**src/rtl/fifo_pkg.sv**
```systemverilog
// rtl/fifo_pkg.sv - shared constants and Gray/binary pointer helpers for the async FIFO.
// Helpers work on a 32-bit zero-extended value, so any pointer width up to 32 can use them.
package fifo_pkg;

  localparam int FIFO_ADDR_WIDTH = 3;
  localparam int FIFO_PTR_CALC_W = 32;

  function automatic logic [FIFO_PTR_CALC_W-1:0] bin2gray(input logic [FIFO_PTR_CALC_W-1:0] b);
    return b ^ (b >> 1);
  endfunction

  // Leading zeros of a zero-extended Gray value decode to zeros, so truncating the result is exact.
  function automatic logic [FIFO_PTR_CALC_W-1:0] gray2bin(input logic [FIFO_PTR_CALC_W-1:0] g);
    logic [FIFO_PTR_CALC_W-1:0] b;
    b[FIFO_PTR_CALC_W-1] = g[FIFO_PTR_CALC_W-1];
    for (int i = FIFO_PTR_CALC_W - 2; i >= 0; i--) begin
      b[i] = b[i+1] ^ g[i];
    end
    return b;
  endfunction

endpackage

```
**src/rtl/fifo_wptr_full.sv**
```systemverilog
// rtl/fifo_wptr_full.sv - write-domain pointer and full flag of the async FIFO.
// Optional walmost_full output and AFULL_THRESH parameter exist only with FIFO_ALMOST_FULL_EN.
module fifo_wptr_full
  import fifo_pkg::*;
#(
  parameter int ADDR_WIDTH   = FIFO_ADDR_WIDTH
`ifdef FIFO_ALMOST_FULL_EN
  ,
  parameter int AFULL_THRESH = 6
`endif
) (
  input  logic                  clock,
  input  logic                  reset,
  input  logic                  write_inc,
  input  logic [ADDR_WIDTH:0]   rq2_rptr,
  output logic [ADDR_WIDTH-1:0] waddr,
  output logic                  wen,
  output logic [ADDR_WIDTH:0]   wptr,
  output logic                  wfull
`ifdef FIFO_ALMOST_FULL_EN
  ,
  output logic                  walmost_full
`endif
);

  localparam int PW = ADDR_WIDTH + 1;

  logic [PW-1:0] wbin_q, wbin_d;
  logic [PW-1:0] wptr_q, wptr_d;
  logic          wfull_q, wfull_d;
  logic          accept;

  assign accept = write_inc & ~wfull_q;

  // Full when the write pointer has lapped the read pointer once: top two Gray bits inverted.
  always_comb begin
    wbin_d  = wbin_q + PW'(accept);
    wptr_d  = PW'(bin2gray(FIFO_PTR_CALC_W'(wbin_d)));
    wfull_d = (wptr_d == {~rq2_rptr[PW-1], ~rq2_rptr[PW-2], rq2_rptr[PW-3:0]});
  end

`ifdef FIFO_ALMOST_FULL_EN
  logic [PW-1:0] rbin_sync;
  logic [PW-1:0] level_d;
  logic          walmost_full_q, walmost_full_d;

  always_comb begin
    rbin_sync      = PW'(gray2bin(FIFO_PTR_CALC_W'(rq2_rptr)));
    level_d        = wbin_d - rbin_sync;
    walmost_full_d = (FIFO_PTR_CALC_W'(level_d) >= FIFO_PTR_CALC_W'(AFULL_THRESH));
  end

  always_ff @(posedge clock or posedge reset) begin
    if (reset) begin
      walmost_full_q <= 1'b0;
    end else begin
      walmost_full_q <= walmost_full_d;
    end
  end

  assign walmost_full = walmost_full_q;
`endif

  always_ff @(posedge clock or posedge reset) begin
    if (reset) begin
      wbin_q  <= '0;
      wptr_q  <= '0;
      wfull_q <= 1'b0;
    end else begin
      wbin_q  <= wbin_d;
      wptr_q  <= wptr_d;
      wfull_q <= wfull_d;
    end
  end

  assign waddr = wbin_q[ADDR_WIDTH-1:0];
  assign wen   = accept;
  assign wptr  = wptr_q;
  assign wfull = wfull_q;

endmodule

```
**config.mk**
```make
export PLATFORM = sky130hd
export DESIGN_NAME = fifo_wptr_full
export DESIGN_NICKNAME = d
export VERILOG_FILES = /design/src/rtl/fifo_pkg.sv /design/src/rtl/fifo_wptr_full.sv
export SDC_FILE = /design/constraint.sdc
export NUM_CORES = 1
export LEC_CHECK = 0
export CAP_MARGIN = 20
export CORE_AREA = 2 2 39 41
export CTS_CLUSTER_SIZE = 25
export DETAILED_ROUTE_END_ITERATION = 6
export DIE_AREA = 0 0 41 43
export GPL_TIMING_DRIVEN = 0
export SLEW_MARGIN = 20
export SYNTH_ARGS = -nofsm -noshare
export SYNTH_HDL_FRONTEND = slang
export SYNTH_SLANG_ARGS = --single-unit
export TNS_END_PERCENT = 30
```
**constraint.sdc**
```tcl
create_clock -name clock -period 2.27 [get_ports clock]
set_input_delay 0.3405 -clock clock [delete_from_list [all_inputs] [get_ports clock]]
set_output_delay 0.3405 -clock clock [all_outputs]
set_load 0.03 [all_outputs]
```
==> results.toml <==
[pwr]
p_total_mw = 1.13
power.density_nw_per_um2 = 1690
p_leak_nw = 0.276
ir_worst_vdd_mv = 0.587

[drt]
drc = 0
drt_pass1_iterations = 2
wl_met1_microns = 341
routed_wl_microns = 823
drt_iter0_drc = 5
num_vias = 349
wl_per_cell_microns = 11.3
top_layer_used = "met4"
viasPerCell = 4.78
wl_met2_microns = 409
ant_nets = 0
wl_met3_microns = 48

[critical_path]
worstPathArrival_ns = 2.21
worst-setup-path-type = "in -> reg"
required_ns = 2.41
r2r_slack_ns = 0.37
critPathMaxFanout = 5
worst_setup_path_start_kind = "input port"
endpoint_kind = "flip-flop"
startpoint = "write_inc"
reg2reg_from = "wfull"

[synthesis]
yosys-top-cells-area = "dfrtp_1 44%, xnor2_1 12%, xor2_4 6.0%, ha_1 5.5%, xor2_1 3.8%"
async_reset_ff_frac = 1.00
syn_area_sq_um = 455
ys_warn_count = 0
ys_seq_elements = 8
synth_cell_types = 19
synth_commonest_cells = "8 x dfrtp_1, 6 x xnor2_1, 3 x nand2_1"
synth_cells = 39
yosysTopAreaCell = "dfrtp_1"
synth_top_area_share = 0.440
yosysMostFrequentCell = "dfrtp_1"
synth_edf_count = 0
syn_area_per_cell_sq_um = 11.7
syn_nets = 48
synth_flop_cell = "dfrtp_1"
ys_seq_area_frac = 0.440

[final_layout]
insertedDiodeCount = 0
multiInputGateArea_sq_um = 258
seqCellArea_sq_um = 200
fill_cells = 135
syn2layout_area_growth_pct = 46.2
fin_nets = 68
final_cells = 73
drive_gt1_frac = 0.193

[sta]
hold_viol = 0
fin_worst_skew_ns = 0.00160
timing.final.crit_period_ns = 2.08
fin_hold_ws_ns = 0.339
post-route-period-util = 0.914
setup_viol = 0
maxSlewViolCount = 0
max_freq_mhz = 482
rsz0062_at_grt = "false"
relSlewSlack = 0.782
worst_pin_slew_ns = 0.327
setup_ws_ns = 0.195

[clock_network]
clk_pin_slew_ns = 0.05
postCtsSetupRepairBufs = 0
htree_num_levels = 1
clock_sinks = 8
cts_tree = "built"
clock_latency_ns = 0.25
clock-root-buffer = "clkbuf_4"
cts_resized = 0
hold_buffers = 0
cts_made_buffers = 3
clk_path_buf_depth = 2

[placement]
dp_slack_ns = -0.143
dp.cells = 70
routabilityCongestion = 0.739
dp_hpwl_microns = 668
portBuffers = 15

[floorplanning]
die_y_microns = 43
core_sq_um = 1380
rows = 14
fp.dieW_microns = 41
io-pin-count = 16
initial_core_util = 0.329
dieArea_sq_um = 1760

[min_path]
hold_path_class = "in -> async"

[grt]
grt_pass1_vias = 342
grt_max_degree = 9
grt_antenna_before_repair = 0
track_usage = 0.127
grt_pass1_wl_mm = 1.39
grt_overflow = 0

[flow_run]
maxCapViolations = 0

[run_status]
status = "complete, no violations"
==> path summary, 6_finish.rpt <==
| kind | cells after the start | to |
|---|---|---|
| setup / recovery | 8 | wfull |
| hold / removal | 2 | wbin_q[1] |
| setup reg to reg | 7 | wfull |
| hold reg to reg | 1 | wbin_q[3] |
| max in group asynchronous | 2 | wbin_q[0] |
| min in group clock | 1 | wbin_q[3] |
==> kinds of logic after synthesis <==
logic type / share of synthesized area
compound gates: 0.0879
xor+xnor: 0.214
fa+ha+maj: 0.0549
buf+inv: 0.0330
flops: 0.440
mux: 0.0220
simple gates: 0.148
==> report_power, final <==
| part | internal, mW | total, mW | switching, mW | leakage [nW] |
|---|---|---|---|---|
| Clock | 0.0605 | 0.109 | 0.0485 | 0.0138 |
| Combinational | 0.342 | 0.740 | 0.398 | 0.166 |
| Sequential | 0.217 | 0.277 | 0.0601 | 0.0956 |
==> cells in the final DEF (no fill, tap or decap), drive strengths merged <==
master / Yosys / layout
ha: 2 / 2
mux2i: 1 / 1
nand3b: 1 / 1
clkdlybuf4s50: 0 / 15
a211oi: 1 / 1
inv: 2 / 2
xor2: 3 / 3
a21oi: 2 / 2
buf: 1 / 1
or3: 1 / 1
a22oi: 1 / 1
nor2b: 1 / 1
xnor2: 6 / 6
nand4: 2 / 2
nor4: 1 / 1
nand3: 2 / 2
o21ba: 1 / 1
nand2: 3 / 3
clkbuf: 0 / 3
dfrtp: 8 / 8
==> sequential cells by signal, indices dropped and copies added (netlist names) <==
signal and count:
wbin_q 4, wptr 3, wfull 1
==> routing by layer <==
| metal | vias to the layer above | GRT usage |
|---|---|---|
| met2 | 13 | 0.184 |
| li1 | 170 | - |
| met4 | 0 | 0.120 |
| met1 | 164 | 0.140 |
| met5 | - | 0 |
| met3 | 2 | 0.0314 |
==> through the flow <==
stage	utilization	setup TNS, ns	cell area, sq um
4_1_cts	0.470	0	651
6_report	0.481	0	666
5_1_grt	0.481	0	666
2_1_floorplan	-	0	458
3_3_place_gp	0.454	-0.152	628
3_5_place_dp	0.454	-0.143	628
==> cell type report <==
cell class	count	area share
Tap cell	16	0.0301
Buffer	1	0.0113
Sequential cell	8	0.301
Inverter	2	0.0113
Multi-Input combinational cell	28	0.387
Timing Repair Buffer	15	0.226
Clock buffer	3	0.0338
==> critical path, cell delays in order <==
cell and delay [ns]:
clkdlybuf4s50_1 0.39, nor2b_2 0.15, ha_1 0.24, ha_1 0.27
xor2_2 0.22, or3_2 0.42, nand4_1 0.12, nor4_2 0.05
Power figures use the tool's default switching activity.
